$ cat config.mk
export PLATFORM = sky130hd
export DESIGN_NAME = mem_access
export DESIGN_NICKNAME = d
export VERILOG_FILES = /design/src/rtl/mem_access.sv
export SDC_FILE = /design/constraint.sdc
export NUM_CORES = 1
export LEC_CHECK = 0
export CELL_PAD_IN_SITES_DETAIL_PLACEMENT = 1
export CELL_PAD_IN_SITES_GLOBAL_PLACEMENT = 1
export CORE_AREA = 3 3 153 155
export CTS_CLUSTER_SIZE = 10
export DETAILED_ROUTE_END_ITERATION = 10
export DIE_AREA = 0 0 156 158
export DONT_BUFFER_PORTS = 1
export PLACE_DENSITY_LB_ADDON = 0.1
export SLEW_MARGIN = 25
export SYNTH_ARGS = -nofsm -noshare
export SYNTH_HDL_FRONTEND = slang
export SYNTH_SLANG_ARGS = --single-unit
export TNS_END_PERCENT = 20
$ cat constraint.sdc
create_clock -name clk -period 5.1 [get_ports clk]
set_input_delay 0.255 -clock clk [delete_from_list [all_inputs] [get_ports clk]]
set_output_delay 0.255 -clock clk [all_outputs]
set_load 0.02 [all_outputs]
$ cat src/rtl/mem_access.sv
// mem_access: MEM stage of the five-stage pipeline.
// Non-memory ops pass straight through to MEM/WB. Loads and stores run a
// req/ack data-bus transaction (IDLE -> BUSY -> DONE) and hold the pipeline
// through stallreq_o until the transaction completes. Lane mapping is big-endian.
// Optional feature macro: MEM_TIMEOUT_EN aborts a BUSY transaction after
// TIMEOUT_CYCLES cycles without ack and pulses bus_err_o.
module mem_access #(
  parameter int unsigned TIMEOUT_CYCLES = 255
) (
  input  logic        clk,
  input  logic        rst,
  input  logic [4:0]  wd_i,
  input  logic        wreg_i,
  input  logic [31:0] wdata_i,
  input  logic [31:0] hi_i,
  input  logic [31:0] lo_i,
  input  logic        whilo_i,
  input  logic [7:0]  aluop_i,
  input  logic [31:0] mem_addr_i,
  input  logic [31:0] reg2_i,
  input  logic [5:0]  stall,
  output logic [4:0]  wd_o,
  output logic        wreg_o,
  output logic [31:0] wdata_o,
  output logic [31:0] hi_o,
  output logic [31:0] lo_o,
  output logic        whilo_o,
  output logic        stallreq_o,
  output logic        misalign_o,
  output logic        dbus_req_o,
  output logic        dbus_we_o,
  output logic [31:0] dbus_addr_o,
  output logic [3:0]  dbus_sel_o,
  output logic [31:0] dbus_wdata_o,
  input  logic [31:0] dbus_rdata_i,
  input  logic        dbus_ack_i,
  output logic        bus_err_o
);

  localparam logic [7:0] EXE_LB_OP  = 8'b1110_0000;
  localparam logic [7:0] EXE_LBU_OP = 8'b1110_0100;
  localparam logic [7:0] EXE_LH_OP  = 8'b1110_0001;
  localparam logic [7:0] EXE_LHU_OP = 8'b1110_0101;
  localparam logic [7:0] EXE_LW_OP  = 8'b1110_0011;
  localparam logic [7:0] EXE_SB_OP  = 8'b1110_1000;
  localparam logic [7:0] EXE_SH_OP  = 8'b1110_1001;
  localparam logic [7:0] EXE_SW_OP  = 8'b1110_1011;
  localparam logic       NO_STOP    = 1'b0;

  typedef enum logic [1:0] {
    S_IDLE = 2'd0,
    S_BUSY = 2'd1,
    S_DONE = 2'd2
  } state_t;

  // Big-endian byte-lane select for the access size and address offset.
  function automatic logic [3:0] lane_sel(input logic [7:0] op, input logic [1:0] a);
    logic [3:0] s;
    case (op)
      EXE_LB_OP, EXE_LBU_OP, EXE_SB_OP: begin
        case (a)
          2'b00:   s = 4'b1000;
          2'b01:   s = 4'b0100;
          2'b10:   s = 4'b0010;
          2'b11:   s = 4'b0001;
          default: s = 4'b0000;
        endcase
      end
      EXE_LH_OP, EXE_LHU_OP, EXE_SH_OP: s = a[1] ? 4'b0011 : 4'b1100;
      EXE_LW_OP, EXE_SW_OP:             s = 4'b1111;
      default:                          s = 4'b0000;
    endcase
    return s;
  endfunction

  // Store data replicated so every selected lane carries the operand.
  function automatic logic [31:0] store_data(input logic [7:0] op, input logic [31:0] d);
    logic [31:0] r;
    case (op)
      EXE_SB_OP: r = {4{d[7:0]}};
      EXE_SH_OP: r = {2{d[15:0]}};
      default:   r = d;
    endcase
    return r;
  endfunction

  // Extract the addressed lane from bus read data and extend it to 32 bits.
  function automatic logic [31:0] load_fmt(input logic [7:0] op, input logic [1:0] a,
                                           input logic [31:0] rd);
    logic [7:0]  b;
    logic [15:0] h;
    logic [31:0] r;
    case (a)
      2'b00:   b = rd[31:24];
      2'b01:   b = rd[23:16];
      2'b10:   b = rd[15:8];
      2'b11:   b = rd[7:0];
      default: b = 8'h00;
    endcase
    h = a[1] ? rd[15:0] : rd[31:16];
    case (op)
      EXE_LB_OP:  r = {{24{b[7]}}, b};
      EXE_LBU_OP: r = {24'h000000, b};
      EXE_LH_OP:  r = {{16{h[15]}}, h};
      EXE_LHU_OP: r = {16'h0000, h};
      EXE_LW_OP:  r = rd;
      default:    r = 32'h0000_0000;
    endcase
    return r;
  endfunction

  state_t      r_state;
  logic        r_dbus_req;
  logic        r_dbus_we;
  logic [31:0] r_dbus_addr;
  logic [3:0]  r_dbus_sel;
  logic [31:0] r_dbus_wdata;
  logic [31:0] r_rdata_q;
  logic        r_is_load;
  logic        r_abort;

  logic w_is_mem;
  logic w_is_load;
  logic w_misalign;
  logic w_unused_stall;

  // Only stall[4] (MEM/WB hold) affects this stage.
  assign w_unused_stall = ^{stall[5], stall[3:0]};

  assign w_is_load = (aluop_i == EXE_LB_OP) || (aluop_i == EXE_LBU_OP) ||
                     (aluop_i == EXE_LH_OP) || (aluop_i == EXE_LHU_OP) ||
                     (aluop_i == EXE_LW_OP);
  assign w_is_mem  = w_is_load || (aluop_i == EXE_SB_OP) ||
                     (aluop_i == EXE_SH_OP) || (aluop_i == EXE_SW_OP);
  assign w_misalign = (((aluop_i == EXE_LH_OP) || (aluop_i == EXE_LHU_OP) ||
                        (aluop_i == EXE_SH_OP)) && mem_addr_i[0]) ||
                      (((aluop_i == EXE_LW_OP) || (aluop_i == EXE_SW_OP)) &&
                        (mem_addr_i[1:0] != 2'b00));

  assign dbus_req_o   = r_dbus_req;
  assign dbus_we_o    = r_dbus_we;
  assign dbus_addr_o  = r_dbus_addr;
  assign dbus_sel_o   = r_dbus_sel;
  assign dbus_wdata_o = r_dbus_wdata;

`ifdef MEM_TIMEOUT_EN
  localparam int unsigned CNT_W = ($clog2(TIMEOUT_CYCLES + 1) > 8) ?
                                  $clog2(TIMEOUT_CYCLES + 1) : 8;
  localparam logic [CNT_W-1:0] CNT_LAST = CNT_W'(TIMEOUT_CYCLES - 1);
  logic [CNT_W-1:0] r_cnt;
  logic             r_bus_err;
  assign bus_err_o = r_bus_err;
`else
  logic w_unused_cfg;
  assign w_unused_cfg = (TIMEOUT_CYCLES == 32'd0);
  assign bus_err_o = 1'b0;
`endif

  // Write-back bundle: pass-through, misalign squash, stall request, load result in DONE.
  always_comb begin
    wd_o       = wd_i;
    wreg_o     = wreg_i;
    wdata_o    = wdata_i;
    hi_o       = hi_i;
    lo_o       = lo_i;
    whilo_o    = whilo_i;
    stallreq_o = 1'b0;
    misalign_o = 1'b0;
    case (r_state)
      S_IDLE: begin
        if (w_is_mem && w_misalign) begin
          wreg_o     = 1'b0;
          misalign_o = 1'b1;
        end else if (w_is_mem) begin
          wreg_o     = 1'b0;
          stallreq_o = 1'b1;
        end else begin
          wreg_o = wreg_i;
        end
      end
      S_BUSY: begin
        wreg_o     = 1'b0;
        stallreq_o = 1'b1;
      end
      S_DONE: begin
        if (r_is_load) begin
          wdata_o = r_rdata_q;
          wreg_o  = wreg_i & ~r_abort;
        end else begin
          wreg_o = 1'b0;
        end
      end
      default: begin
        wreg_o = 1'b0;
      end
    endcase
  end

  // Bus transaction FSM with registered bus outputs and captured load data.
  always_ff @(posedge clk or negedge rst) begin
    if (!rst) begin
      r_state      <= S_IDLE;
      r_dbus_req   <= 1'b0;
      r_dbus_we    <= 1'b0;
      r_dbus_addr  <= 32'h0000_0000;
      r_dbus_sel   <= 4'b0000;
      r_dbus_wdata <= 32'h0000_0000;
      r_rdata_q    <= 32'h0000_0000;
      r_is_load    <= 1'b0;
      r_abort      <= 1'b0;
`ifdef MEM_TIMEOUT_EN
      r_cnt        <= '0;
      r_bus_err    <= 1'b0;
`endif
    end else begin
`ifdef MEM_TIMEOUT_EN
      r_bus_err <= 1'b0;
`endif
      case (r_state)
        S_IDLE: begin
          if (w_is_mem && !w_misalign) begin
            r_dbus_req   <= 1'b1;
            r_dbus_we    <= ~w_is_load;
            r_dbus_addr  <= {mem_addr_i[31:2], 2'b00};
            r_dbus_sel   <= lane_sel(aluop_i, mem_addr_i[1:0]);
            r_dbus_wdata <= store_data(aluop_i, reg2_i);
            r_is_load    <= w_is_load;
            r_abort      <= 1'b0;
`ifdef MEM_TIMEOUT_EN
            r_cnt        <= '0;
`endif
            r_state      <= S_BUSY;
          end else begin
            r_state <= S_IDLE;
          end
        end
        S_BUSY: begin
          if (dbus_ack_i) begin
            r_dbus_req <= 1'b0;
            r_rdata_q  <= load_fmt(aluop_i, mem_addr_i[1:0], dbus_rdata_i);
            r_state    <= S_DONE;
`ifdef MEM_TIMEOUT_EN
          end else if (r_cnt == CNT_LAST) begin
            r_dbus_req <= 1'b0;
            r_rdata_q  <= 32'h0000_0000;
            r_bus_err  <= 1'b1;
            r_abort    <= 1'b1;
            r_state    <= S_DONE;
          end else begin
            r_cnt <= r_cnt + {{(CNT_W-1){1'b0}}, 1'b1};
          end
`else
          end else begin
            r_state <= S_BUSY;
          end
`endif
        end
        S_DONE: begin
          if (stall[4] == NO_STOP) begin
            r_state <= S_IDLE;
          end else begin
            r_state <= S_DONE;
          end
        end
        default: begin
          r_state    <= S_IDLE;
          r_dbus_req <= 1'b0;
        end
      endcase
    end
  end

endmodule

# Word level (Yosys, flattened, before mapping)
# Cells that the tools add are included.
[totals]
regBits = 103
output_inout_bits = 176
wordCells = 75
[classes]
n_eq_ne = 15
mux = 25
bitwise = 2
n_reduce_logical = 25
[op_table]
columns = ["operator", "count"]
rows = [
  ["case mux 32 bit (5 select lines)", 1],
  ["equality test 8 bit, second input constant", 8],
  ["two-way mux 32 bit", 2],
  ["case mux 32 bit (2 select lines)", 1],
  ["case mux 8 bit (4 select lines)", 1],
  ["two-way mux 16 bit", 1],
  ["case mux 4 bit (4 select lines)", 1],
  ["case mux 4 bit (3 select lines)", 1],
  ["logical OR 1 bit", 11],
  ["two-way mux 1 bit", 10],
  ["equality test 2 bit, second input constant", 3],
  ["case mux 2 bit (3 select lines)", 1],
  ["OR reduction 3 bit", 2],
  ["equality test 2 x 1 -> 1 bit, second input constant", 2],
  ["logical AND 1 bit", 4],
  ["logical NOT 2 bit", 2],
  ["two-way mux 2 bit", 2],
  ["two-way mux 4 bit", 1],
  ["!= test 2 bit, second input constant", 2],
  ["case mux 1 bit (2 select lines)", 2],
  ["AND reduction 2 bit", 2],
  ["case mux 1 bit (3 select lines)", 1],
  ["AND reduction 3 bit", 1],
  ["inverter 1 bit", 2],
  ["3 further kinds", 3],
]

# Longest topological paths before layout
[logic_depth]
ltp_word = 11
depth_mapped = 7
ltp_nobuf = 5

# Worst setup path after synthesis
# OpenSTA, ideal clock, no wires.
[synth_path]
path_type = "input-to-output"
from = "in mem_addr_i[1]"
to = "out misalign_o"
t_arrival_ns = 1.961
required_time_ns = 4.845
setup_slack_ns = 2.884
cell_stages = 7
n_path_buf = 3
cell_sequence = "clkbuf_1 buf_2 buf_1 a21oi_1 nor2_1 a21oi_1 nor3_1"
[synth_between]
elab_chain_len = 6
[synth_rtl]
columns = ["element", "line", "text"]
rows = [
  ["start: declaration", "19", "input logic [31:0] mem_addr_i,"],
  ["nonzero test 2 bit", "138", "(mem_addr_i[1:0] != 2'b00));"],
  ["logical AND 1 bit", "137", "(((aluop_i == EXE_LW_OP) || (aluop_i == EXE_SW_OP)) &&"],
  ["logical OR 1 bit", "136", "(aluop_i == EXE_SH_OP)) && mem_addr_i[0]) ||"],
  ["logical AND 1 bit", "171", "if (w_is_mem && w_misalign) begin"],
  ["two-way mux 1 bit", "171", ""],
  ["two-way mux 1 bit", "169", "case (r_state)"],
  ["end: declaration", "29", "output logic misalign_o,"],
]
# No other way between the ends.

# Final worst setup path
[layout_path]
from = "reg r_state[1]"
to = "out wdata_o[5]"
[layout_between]
elab_chain_len = 2
[layout_rtl]
columns = ["element", "line", "text"]
rows = [
  ["start: declaration", "112", "state_t r_state;"],
  ["start signal: assignment", "202", "r_state <= S_IDLE;"],
  ["start signal: assignment", "232", "r_state <= S_BUSY;"],
  ["start signal: assignment", "234", "r_state <= S_IDLE;"],
  ["equality test 2 bit", "169", ""],
  ["two-way mux 32 bit", "169", ""],
  ["end: declaration", "24", "output logic [31:0] wdata_o,"],
]
# No other way between the ends.

==> flow_summary.toml <==
[floorplan]
die_w_um = 156
die_area_sq_um = 24600
core_sq_um = 22000
dieHeight_um = 158
std_cell_rows = 54
initial_utilization = 0.266
pin_count = 392

[layout]
layout.cells.non_filler = 739
drive_above_1_share = 0.172
syn_to_final_growth_pct = 1.07
fin_nets = 669
finalInstanceArea_sq_um = 5910
final_util = 0.269

[critical_path]
crit_chain = "nand3_2 > mux2_2"
ff2ff_setup_slack_ns = 2.63
critPathMaxStageDelay_ns = 0.76
r2r-start = "r_state[1]"
reg2reg_depth = 6
crit_fanout = 32
crit_arrival_ns = 2.33
critPathCaptureType = "primary output"
critical_path_class = "reg2out"
cp_top_family = "simple AND/OR/NAND/NOR gates"
path_buf_inv = 0
path_depth = 2
reg2reg_to = "r_rdata_q[0]"
cp-start-kind = "flip-flop"
cp_data_required_time_ns = 4.85
cpMaxStageDelayCell = "nand3_2"

[cts]
clkSinkCount = 103
cts_resized = 0
cts_buffers = 9
cts.hold.buffers_added = 2
clock_path_buffers = 2
cts_root_buf = "clkbuf_16"
cts.clk_slew.worst_paths_ns = 0.08
cts_tree = "done"
htree_num_levels = 3
clk_latency_ns = 0.35
post_cts_buffers = 0

[power]
cellLeakagePower_nw = 2.53
p_comb_frac = 0.110
p_sw_mw = 0.814
p_total_mw = 2.26
power_density_nw_per_um2 = 383
clockPowerShare = 0.320
ir_worst_vdd_mv = 0.182
p_int_mw = 1.45
switching_share = 0.360
seqPwrFrac = 0.570

[place]
dp_slack_ns = 2.13
dp_hpwl_um = 13500
dp_cells = 720
gp_congestion = 0.736
placement.io_buffers = 0
dpl_cell_area_sq_um = 5560

[worst_hold_path]
hold-path-endpoint = "dbus_addr_o[11]"
hp-class = "in2reg"
whs_path_depth = 1
min_from = "mem_addr_i[11]"

[synth]
ys_seq_elements = 103
synth-xor-area-share = 0
synth-compound-area-share = 0.115
yosysWarnings = 0
synth-simple-area-share = 0.0778
syn-cell-area_sq_um = 5850
synthAdderAreaFrac = 0
synthFlopType = "dfrtp_1"
synthMuxAreaShare = 0.244
synth-edff-count = 0
ys_async_sr_fraction = 1.00
synth-seq-area-share = 0.440
synth_top_family_by_area = "multiplexers"
avgSynthCellArea_sq_um = 10.8
syn_inst = 541
synthDistinctLibCells = 43

[timing]
drv_slew = 0
slew_headroom = 0.394
fin_ws_ns = 2.51
hold_viol = 0
whs_ns = 0.0269
min_period_over_period = 0.507
fmax_mhz = 387
rsz0062_at_grt = "no"
setup_tns_ns = 0
tightest_slew_ns = 0.902
setup_viol = 0
finalCriticalPeriod_ns = 2.59
clock_skew_ns = 0.00738

[drt]
drt_first_pass_iters = 4
vias = 3819
drcViolationCount = 0
vias_per_cell = 5.17
drtIter0Drc = 123
wl_per_cell_um = 25.1
ant_nets = 0
wl_um = 18600

[run]
cap_violations = 0

[global_routing]
use_met3 = 0.0828
grt_use_met2 = 0.249
gr-total-overflow = 0
track_usage = 0.147
top_usage_layer = "met2"
first_global_vias = 4223
antenna_found_initial = 1
grt_max_degree = 104
grt_pass1_wl_um = 27400
gr-usage-met1 = 0.159

[status]
outcome = "finished clean"
==> synth_stat cells, types with 12 or more instances <==
| cell | n | share of area |
|---|---|---|
| dfrtp_1 | 103 | 0.44 |
| buf_4 | 73 | 0.094 |
| mux2_1 | 38 | 0.073 |
| mux2i_1 | 36 | 0.062 |
| nand2_1 | 34 | 0.022 |
| nor2_1 | 35 | 0.022 |
| mux2_2 | 43 | 0.083 |
| o21ai_0 | 21 | 0.018 |
| a22oi_1 | 38 | 0.049 |
| clkbuf_1 | 17 | 0.011 |
| buf_2 | 12 | 0.010 |
| a21oi_1 | 31 | 0.027 |
==> power by group through the flow <==
stage	registers (mW)	clock network (mW)	logic (mW)
floorplan	1.25	0	0.295
global placement	1.31	0	0.225
detailed placement	1.31	0	0.236
CTS	1.30	0.759	0.258
global route	1.32	0.792	0.288
finish	1.29	0.725	0.250
==> cell usage in the layout (no fill, tap or decap), types with 3 or more instances in the layout <==
master       n
mux2_1      38
nor2_1      35
mux2i_1     36
inv_1        5
mux4_2       7
o21ai_0     21
a22oi_1     38
conb_1       3
dfrtp_1    103
nand2_1     34
buf_4        3
mux2_2      43
a21oi_1     31
clkbuf_16    9
nand2b_1     6
inv_8        3
==> state kept, by name, indices dropped and copies added (netlist names) <==
name / cells
dbus_wdata_o: 32
r_rdata_q: 32
dbus_addr_o: 30
dbus_sel_o: 4
r_state: 2
dbus_req_o: 1
dbus_we_o: 1
r_is_load: 1
==> routing by layer <==
metal | routed length [um] | vias up
li1 | - | 1673
met1 | 6910 | 1931
met2 | 9090 | 184
met3 | 2340 | 31
met4 | 240 | 0
met5 | 0 | -
==> worst max path at each step <==
stage,to,startpoint,slack (ns)
floorplan,misalign_o,mem_addr_i[1],2.88
global placement,dbus_sel_o[0],aluop_i[4],2.23
detailed placement,dbus_wdata_o[28],aluop_i[4],2.13
CTS,wdata_o[5],r_state[1],2.41
global route,wdata_o[5],r_state[1],2.25
finish,wdata_o[5],r_state[1],2.51
==> layout make-up <==
class / instances / area, sq um
Multi-Input combinational cell: 328 / 2580
Clock buffer: 9 / 225
Inverter: 5 / 18.8
Antenna cell: 1 / 2.50
Timing Repair Buffer: 6 / 71.3
Sequential cell: 103 / 2580
Fill cell: 2407 / 16000
Clock inverter: 7 / 83.8
Tap cell: 280 / 350
==> cell families (layout without fill, tap and decap cells) <==
family                 count (synthesis)  count (layout)
AO/OA/AOI/OAI                        106             106
buffers and inverters                112              27
flip-flops                           103             103
multiplexers                         124             124
other                                  1               4
AND/OR/NAND/NOR                       95              95
Power figures use the tool's default switching activity.
